### src/rtl/sinc_uart_tx_pkg.sv
// rtl/sinc_uart_tx_pkg.sv - shared types and byte selection for the sinc2 UART sender (option: SINC_UART_SYNC_EN)
package sigdel_pkg;

  typedef enum logic [1:0] {IDLE, START, DATA, STOP} uart_state_t;

  localparam logic [7:0] SYNC_BYTE = 8'hA5;
  localparam int         SAMPLE_W  = 16;

`ifdef SINC_UART_SYNC_EN
  localparam logic [1:0] LAST_IDX = 2'd2;
`else
  localparam logic [1:0] LAST_IDX = 2'd1;
`endif

  // Byte sent at position idx of a frame; high byte always precedes low byte
  function automatic logic [7:0] frame_byte(input logic [SAMPLE_W-1:0] s, input logic [1:0] idx);
`ifdef SINC_UART_SYNC_EN
    case (idx)
      2'd0:    return SYNC_BYTE;
      2'd1:    return s[15:8];
      default: return s[7:0];
    endcase
`else
    return (idx == 2'd0) ? s[15:8] : s[7:0];
`endif
  endfunction

endpackage

### src/rtl/sinc_uart_tx_if.sv
// rtl/sinc_uart_tx_if.sv - sample input and UART status bundle
interface sinc_uart_tx_if;
  import sigdel_pkg::*;

  logic [SAMPLE_W-1:0] sample_in;
  logic                sample_valid;
  logic                clr_ovr;
  logic                tx;
  logic                busy;
  logic                hold_full;
  logic                overrun;

  modport master (output sample_in, sample_valid, clr_ovr,
                  input  tx, busy, hold_full, overrun);
  modport slave  (input  sample_in, sample_valid, clr_ovr,
                  output tx, busy, hold_full, overrun);
endinterface

### src/rtl/sinc_uart_tx_byte.sv
// rtl/sinc_uart_tx_byte.sv - single 8N1 byte serialiser with baud and bit counters
module uart_byte_tx
  import sigdel_pkg::*;
#(
  parameter int BAUD_DIV = 87
) (
  input  logic       clk,
  input  logic       rst_n,
  input  logic       start,
  input  logic [7:0] data,
  output logic       tx,
  output logic       done
);

  localparam logic [15:0] BAUD_LAST = 16'(BAUD_DIV - 1);

  uart_state_t r_state, w_state_nxt;
  logic [15:0] r_baud,  w_baud_nxt;
  logic [2:0]  r_bit,   w_bit_nxt;
  logic [7:0]  r_data,  w_data_nxt;
  logic        r_tx,    w_tx_nxt;
  logic        w_baud_end;

  assign w_baud_end = (r_baud == BAUD_LAST);
  // done is combinational so a following byte can start on the same edge the stop bit ends
  assign done       = (r_state == STOP) && w_baud_end;
  assign tx         = r_tx;

  // State and counter registers; tx returns high at once on reset
  always_ff @(posedge clk or negedge rst_n) begin
    if (!rst_n) begin
      r_state <= IDLE;
      r_baud  <= '0;
      r_bit   <= '0;
      r_data  <= '0;
      r_tx    <= 1'b1;
    end else begin
      r_state <= w_state_nxt;
      r_baud  <= w_baud_nxt;
      r_bit   <= w_bit_nxt;
      r_data  <= w_data_nxt;
      r_tx    <= w_tx_nxt;
    end
  end

  // Next state: each of START, 8 x DATA and STOP lasts one full baud period
  always_comb begin
    w_state_nxt = r_state;
    w_baud_nxt  = w_baud_end ? 16'd0 : r_baud + 16'd1;
    w_bit_nxt   = r_bit;
    w_data_nxt  = r_data;
    w_tx_nxt    = r_tx;
    case (r_state)
      IDLE: begin
        w_baud_nxt = 16'd0;
        w_tx_nxt   = 1'b1;
        if (start) begin
          w_state_nxt = START;
          w_data_nxt  = data;
          w_tx_nxt    = 1'b0;
        end
      end
      START: begin
        if (w_baud_end) begin
          w_state_nxt = DATA;
          w_bit_nxt   = 3'd0;
          w_tx_nxt    = r_data[0];
        end
      end
      DATA: begin
        if (w_baud_end) begin
          if (r_bit == 3'd7) begin
            w_state_nxt = STOP;
            w_tx_nxt    = 1'b1;
          end else begin
            w_bit_nxt  = r_bit + 3'd1;
            w_data_nxt = r_data >> 1;
            w_tx_nxt   = r_data[1];
          end
        end
      end
      STOP: begin
        if (w_baud_end) begin
          if (start) begin
            w_state_nxt = START;
            w_data_nxt  = data;
            w_tx_nxt    = 1'b0;
          end else begin
            w_state_nxt = IDLE;
          end
        end
      end
      default: w_state_nxt = IDLE;
    endcase
  end

endmodule

### src/rtl/sinc_uart_tx.sv
// rtl/sinc_uart_tx.sv - double-buffered sinc2 sample to UART 8N1 sender (option: SINC_UART_SYNC_EN)
module sinc_uart_tx
  import sigdel_pkg::*;
#(
  parameter int BAUD_DIV = 87
) (
  input  logic           clk,
  input  logic           rst_n,
  sinc_uart_tx_if.slave  bus
);

  logic [SAMPLE_W-1:0] r_hold;
  logic [SAMPLE_W-1:0] r_frame;
  logic                r_hold_full;
  logic                r_ovr;
  logic                r_busy;
  logic [1:0]          r_idx;

  logic                w_load;
  logic                w_done;
  logic                w_more;
  logic                w_start;
  logic                w_accept;
  logic                w_drop;
  logic                w_tx;
  logic [7:0]          w_byte;

  // Leaving IDLE consumes the hold register, so it can accept a sample in that same cycle
  assign w_load   = !r_busy && r_hold_full;
  assign w_more   = (r_idx != LAST_IDX);
  assign w_start  = w_load || (w_done && w_more);
  assign w_accept = bus.sample_valid && (!r_hold_full || w_load);
  assign w_drop   = bus.sample_valid && r_hold_full && !w_load;
  assign w_byte   = w_load ? frame_byte(r_hold, 2'd0) : frame_byte(r_frame, r_idx + 2'd1);

  // Holding register and sticky overrun (a set beats a same-cycle clear)
  always_ff @(posedge clk or negedge rst_n) begin
    if (!rst_n) begin
      r_hold      <= '0;
      r_hold_full <= 1'b0;
      r_ovr       <= 1'b0;
    end else begin
      if (w_accept) r_hold <= bus.sample_in;
      if (w_accept)    r_hold_full <= 1'b1;
      else if (w_load) r_hold_full <= 1'b0;
      if (w_drop)           r_ovr <= 1'b1;
      else if (bus.clr_ovr) r_ovr <= 1'b0;
    end
  end

  // Byte sequencing: frame buffer, byte index and the IDLE/active flag
  always_ff @(posedge clk or negedge rst_n) begin
    if (!rst_n) begin
      r_frame <= '0;
      r_idx   <= 2'd0;
      r_busy  <= 1'b0;
    end else begin
      if (w_load) begin
        r_frame <= r_hold;
        r_idx   <= 2'd0;
        r_busy  <= 1'b1;
      end else if (w_done) begin
        if (w_more) r_idx  <= r_idx + 2'd1;
        else        r_busy <= 1'b0;
      end
    end
  end

  uart_byte_tx #(.BAUD_DIV(BAUD_DIV)) u_byte (
    .clk   (clk),
    .rst_n (rst_n),
    .start (w_start),
    .data  (w_byte),
    .tx    (w_tx),
    .done  (w_done)
  );

  assign bus.tx        = w_tx;
  assign bus.busy      = r_busy;
  assign bus.hold_full = r_hold_full;
  assign bus.overrun   = r_ovr;

endmodule

### src/flat_wrapper.sv
// flat-port wrapper written by rule: the top's interface ports become plain ports
module sinc_uart_tx_flat import sigdel_pkg::*;
#(
  parameter int BAUD_DIV = 87
)
  (clk, rst_n, bus_sample_in, bus_sample_valid, bus_clr_ovr, bus_tx, bus_busy, bus_hold_full, bus_overrun);
  sinc_uart_tx_if bus_i ();
  input  logic clk;
  input  logic rst_n;
  input wire logic [$bits(bus_i.sample_in)-1:0] bus_sample_in;
  input wire logic [$bits(bus_i.sample_valid)-1:0] bus_sample_valid;
  input wire logic [$bits(bus_i.clr_ovr)-1:0] bus_clr_ovr;
  output wire logic [$bits(bus_i.tx)-1:0] bus_tx;
  output wire logic [$bits(bus_i.busy)-1:0] bus_busy;
  output wire logic [$bits(bus_i.hold_full)-1:0] bus_hold_full;
  output wire logic [$bits(bus_i.overrun)-1:0] bus_overrun;
  assign bus_i.sample_in = bus_sample_in;
  assign bus_i.sample_valid = bus_sample_valid;
  assign bus_i.clr_ovr = bus_clr_ovr;
  assign bus_tx = bus_i.tx;
  assign bus_busy = bus_i.busy;
  assign bus_hold_full = bus_i.hold_full;
  assign bus_overrun = bus_i.overrun;
  sinc_uart_tx #(.BAUD_DIV(BAUD_DIV)) u_core (.clk(clk), .rst_n(rst_n), .bus(bus_i));
endmodule
### config.mk
export PLATFORM = sky130hd
export DESIGN_NAME = sinc_uart_tx_flat
export DESIGN_NICKNAME = d
export VERILOG_FILES = /design/src/rtl/sinc_uart_tx_pkg.sv /design/src/rtl/sinc_uart_tx_if.sv /design/src/rtl/sinc_uart_tx_byte.sv /design/src/rtl/sinc_uart_tx.sv /design/src/flat_wrapper.sv
export SDC_FILE = /design/constraint.sdc
export NUM_CORES = 1
export LEC_CHECK = 0
export ABC_AREA = 1
export CAP_MARGIN = 10
export CELL_PAD_IN_SITES_DETAIL_PLACEMENT = 0
export CELL_PAD_IN_SITES_GLOBAL_PLACEMENT = 2
export CORE_MARGIN = 3
export CORE_UTILIZATION = 36
export DETAILED_ROUTE_END_ITERATION = 10
export GPL_ROUTABILITY_DRIVEN = 0
export GPL_TIMING_DRIVEN = 0
export HOLD_SLACK_MARGIN = 0.05
export PLACE_DENSITY_LB_ADDON = 0.1
export RECOVER_POWER = 100
export SLEW_MARGIN = 20
export SYNTH_ARGS = -nofsm -noshare
export SYNTH_HDL_FRONTEND = slang
export SYNTH_SLANG_ARGS = --single-unit
### constraint.sdc
create_clock -name clk -period 2.3 [get_ports clk]
set_clock_uncertainty 0.1 [all_clocks]
set_input_delay 0.46 -clock clk [delete_from_list [all_inputs] [get_ports clk]]
set_output_delay 0.46 -clock clk [all_outputs]
set_load 0.01 [all_outputs]
---- Yosys cells after proc, flatten, opt, wreduce, memory -nomap -nowiden ----
Index checks and enable logic that the tools add are counted.
storage, ports and cells
  output and inout bits ................... 4
  input port bits ......................... 20
  register bits after elaboration ......... 67
operators by class
  $add $sub $neg .......................... 3
  eq/ne operators ......................... 14
  mux-type cells .......................... 37
  reduce and logical (&&, ||, !) cells .... 25
operator list
  cell                                             number
  2-to-1 mux 8 bit                                 6
  2-to-1 mux 16 bit                                2
  case mux 8 bit (3 select lines)                  1
  adder 16 x 1 -> 16 bit (second input constant)   1
  == test 16 x 7 -> 1 bit (second input constant)  1
  2-to-1 mux 2 bit                                 8
  2-to-1 mux 1 bit                                 14
  != test 2 bit (second input constant)            7
  AND reduction 4 bit                              3
  nonzero test 2 bit                               5
  2-to-1 mux 3 bit                                 3
  case mux 2 bit (4 select lines)                  1
  logical AND 1 bit                                6
  case mux 3 bit (2 select lines)                  1
  AND reduction 5 bit                              1
  == test 2 bit (second input constant)            2
  logical NOT 2 bit                                2
  != test 2 x 1 -> 1 bit (second input constant)   2
  case mux 1 bit (4 select lines)                  1
  AND reduction 2 bit                              2
  adder 3 x 1 -> 3 bit (second input constant)     1
  == test 3 bit (second input constant)            1
  logical NOT 1 bit                                3
  nonzero test 3 bit                               1
  other kinds (3)                                  4

---- Logic depth before layout (Yosys ltp) ----
  depth after elaboration ................. 7
  depth in mapped cells ................... 13
  mapped depth without buffers ............ 13

---- Cells and area by module ----
A second synthesis with hierarchy kept.
unflattened totals
  cells, all modules ...................... 436
  area total of the unflattened synthesis .. 3469.6 µm²
modules (own cells, without submodules)
  module        cells an instance  instances  sequential area each (µm²)  area an instance (µm²)
  uart_byte_tx  233                1          752.0                       1780.5
  sinc_uart_tx  203                1          925.9                       1689.1

---- Least setup slack after synthesis ----
Ideal clock, no wire load.
  path type ............................... register -> register
  from .................................... register u_core.u_byte.r_state[0]
  to ...................................... register u_core.u_byte.r_bit[0]
  data required time ...................... 2.075 ns
  period minus slack after synthesis ...... 1.761 ns
  setup slack ............................. 0.539 ns
  setup time .............................. 0.125 ns
  stages on the path, launching flop included .. 8
  arrival ................................. 1.536 ns
  path buffers ............................ 0
  path through ............................ dfrtp_1 inv_1 ha_1 inv_2 nor2_2 o21bai_1 nand2_1 mux2_4
between the ends
  longest elaborated chain between the ends .. 3
  elaborated cells between the ends (all ways) .. 8
  classes of those cells .................. eq/ne (5); mux (1); reduce/logical (2)
RTL lines
  what                                                           line                     text
  start, declared                                                sinc_uart_tx_byte.sv:17  uart_state_t r_state, w_state_nxt;
  start signal, assigned                                         sinc_uart_tx_byte.sv:38  r_state <= w_state_nxt;
  == test 2 bit or == test 2 x 1 -> 1 bit (tied branches)        sinc_uart_tx_byte.sv:53  case (r_state)
  != test 2 bit (no line) or nonzero test 2 bit (tied branches)  n/a
  AND reduction 4 bit (no line)                                  n/a
  end signal, assigned                                           sinc_uart_tx_byte.sv:40  r_bit <= w_bit_nxt;
  end, declared                                                  sinc_uart_tx_byte.sv:19  logic [2:0] r_bit, w_bit_nxt;
Several ways; a longest one is shown, not always the timed one.
A chain may end at the register's enable or synchronous reset.

---- Worst setup path after layout ----
Ends and elaborated chain as after synthesis.

==> metrics <==
Total GRT Usage=0.154; Root Driver=clkbuf_8; setup bufs post-CTS=0; most frequent cell after synthesis=nand2_1; Num CTS Buffers=9; Routed Antenna Nets=0; PwrDens=594 mW/mm^2; Max Freq=486 MHz; placeable core area=0.00898 mm^2; global route overflow=0; sequential fraction of the synthesis area=0.492; worst hold slack=0.378 ns; Yosys top cell area share=0.484; count of final hold-check violations=0; CP endpoint kind=flip-flop; library cells used by synthesis=39; synth warn=0; Critical Path AT=2.18 ns; Crit Path Class=flip-flop to flip-flop; clock latency on the worst-skew pair=0.34 ns; R2R depth=7; NumNets Final=451; Initial Util=0.380; Synth Instances=384; Post-Route WL=7370 um; RR Endpoint=u_core.u_byte.r_bit[0]$_DFFE_PN0P_; fillers=910; Vias=2545; unrepaired setup endpoints after global routing=false; Area Growth Syn to Fin=16.3%; Post-synth EDFFs=0; Period minus WS final=2.06 ns; vias in the first global route=2514; non-filler instance count after layout=551; io pins=24; Die W=103 um; WL/cell=13.4 um; WP data required=2.42 ns; FFs w/ async S/R, synth=1.00; Yosys reg bits=67; largest stage delay on the critical path=0.43 ns; largest cells by area after synthesis=dfrtp_1 (48%), nand2_1 (11%), mux2_2 (5.3%); VDD IR max=0.317 mV; Bufs on Longest Clock Path=2; most frequently used flop master after synthesis=dfrtp_1; Slew Viols, Final=0; Max-Cap Viols=0; Post-route DRC=0; Setup-failing EPs final=0; Setup crit start kind=flip-flop; worst r2r src=u_core.u_byte.r_state[0]$_DFFE_PN0P_; commonest cells in the synthesized netlist=nand2_1 (97), dfrtp_1 (66), nor2_1 (41); Slew HR=0.264; H-tree level count=3; mean area per synthesized cell=8.88 um^2; via density per instance=4.62; PortBufs=23; drt initial violations=127; first-pass GRT wire length=12700 um; Syn Nets=415; setup TNS=0 ns; crit-path max FO=8; largest area contributor in the netlist=dfrtp_1; initial antenna violation count=0; largest net degree at the start of global routing=50; outcome=complete, no violations; share of cells above drive strength 1=0.127; CTS tree=built; R2R Setup Slk=0.24 ns; Period Utilization, post-route=0.895; CTS Sinks=67; mapped cell area=0.00341 mm^2; HPWL after DPL=5330 um; Reg clk slew, reported paths=0.09 ns; ant diodes=0; Slew @ Worst Pin=1.10 ns; Die Ht=103 um; first drt pass iteration count=4; Critical-path top delay cell=dfrtp_1; cell row count=34; Critical Path End=u_core.u_byte.r_bit[0]$_DFFE_PN0P_; worst-path cell chain=inv_1, ha_1, inv_2, nor2_2, o21bai_1, nand2_1, mux2_1; static leakage=1.97 nW; Critical path origin=u_core.u_byte.r_state[0]$_DFFE_PN0P_; Hold Crit Class=flip-flop to flip-flop; placed cell count=534; die area=0.0107 mm^2
==> stage by stage <==
step                      power [mW]  setup WS [ns]  utilization  cell area (um^2)
final                           2.36          0.242        0.442              3970
after global routing            2.47         0.0471        0.442              3970
after CTS                       2.41          0.205        0.450              4040
after detailed placement        1.35          0.239        0.426              3820
after global placement          1.34          -1.85        0.423              3800
after floorplan                 1.28          0.539            -              3410
==> flip-flops by register name (all words and copies together) (netlist names) <==
| register | cells |
|---|---|
| u_core.u_byte.r_data | 8 |
| u_core.bus.overrun | 1 |
| u_core.bus.hold_full | 1 |
| u_core.bus.busy | 1 |
| u_core.r_hold | 16 |
| u_core.u_byte.r_state | 2 |
| u_core.u_byte.r_baud | 16 |
| u_core.u_byte.tx | 1 |
| u_core.r_frame | 16 |
| u_core.r_idx | 2 |
| u_core.u_byte.r_bit | 3 |
==> worst max-delay path, delay by kind of cell (launching register included) <==
kind / cells / cell delay, ns
DFF: 1 / 0.43
muxes: 1 / 0.32
buffers and inverters: 2 / 0.28
adders and majority gates: 1 / 0.37
AOI/OAI and AO/OA: 1 / 0.13
and+or+nand+nor: 2 / 0.30
==> worst min-delay path by stage <==
| stage | depth (start not counted) | to | from | slack [ns] |
|---|---|---|---|---|
| global route | 2 | u_core.r_frame[15]$_DFFE_PN0P_ | u_core.r_frame[15]$_DFFE_PN0P_ | 0.40 |
| detailed placement | 1 | u_core.u_byte.r_bit[2]$_DFFE_PN0P_ | rst_n | 0.27 |
| finish | 2 | u_core.u_byte.tx$_DFFE_PN1P_ | u_core.u_byte.tx$_DFFE_PN1P_ | 0.38 |
| global placement | 2 | u_core.r_frame[14]$_DFFE_PN0P_ | u_core.r_frame[14]$_DFFE_PN0P_ | 0.35 |
| CTS | 2 | u_core.r_frame[14]$_DFFE_PN0P_ | u_core.r_frame[14]$_DFFE_PN0P_ | 0.38 |
| floorplan | 0 | u_core.bus.busy$_DFFE_PN0P_ | rst_n | 0.06 |
==> cell usage in the layout, fill, tap and decap left out, types with 2 or more instances in the layout <==
cell / instances
nand2_1: 98
dfrtp_1: 66
nor2_1: 43
inv_1: 34
nand3_1: 23
o21ai_0: 21
clkdlybuf4s50_1: 17
mux2_2: 16
a21oi_1: 11
ha_1: 11
clkbuf_8: 9
clkbuf_1: 6
a31oi_1: 6
dlygate4sd3_1: 6
nor3_1: 5
xor2_1: 5
nand4_1: 4
o211ai_1: 4
inv_2: 3
nor2_2: 3
nand2_2: 3
inv_6: 3
nand3_2: 2
nor2_4: 2
o21ai_1: 2
buf_2: 2
a32o_1: 2
nand2_4: 2
==> per-layer routing <==
| metal | track usage | wire length [um] | vias to the layer above |
|---|---|---|---|
| li1 | - | - | 1323 |
| met1 | 0.243 | 3990 | 1173 |
| met2 | 0.209 | 2960 | 41 |
| met3 | 0.0288 | 305 | 8 |
| met4 | 0.0548 | 112 | 0 |
| met5 | 0 | 0 | - |
==> power by group <==
part | switching [mW] | internal, mW
registers | 0.0160 | 1.21
clock network | 0.517 | 0.522
logic | 0.0363 | 0.0542
==> area by class of cell <==
type,count,area (um^2),share of cell area
Buffer,7,28.8,0.00726
Clock buffer,9,124,0.0312
Clock inverter,7,83.8,0.0211
Inverter,39,149,0.0375
Multi-Input combinational cell,271,1500,0.378
Sequential cell,67,1680,0.423
Tap cell,126,158,0.0397
Timing Repair Buffer,25,245,0.0618
==> cells by family after synthesis <==
family / share of synthesized area
simple gates: 0.263
compound gates: 0.0818
fa+ha+maj: 0.0404
flops: 0.492
mux: 0.0572
xor+xnor: 0.0128
buf+inv: 0.0525
==> timing repair <==
action	4_1_cts	5_1_grt
hold buffers	1	0
gates resized for setup	0	0
setup endpoints to repair	0	0
hold endpoints to repair	17	0
Power figures use the tool's default switching activity.
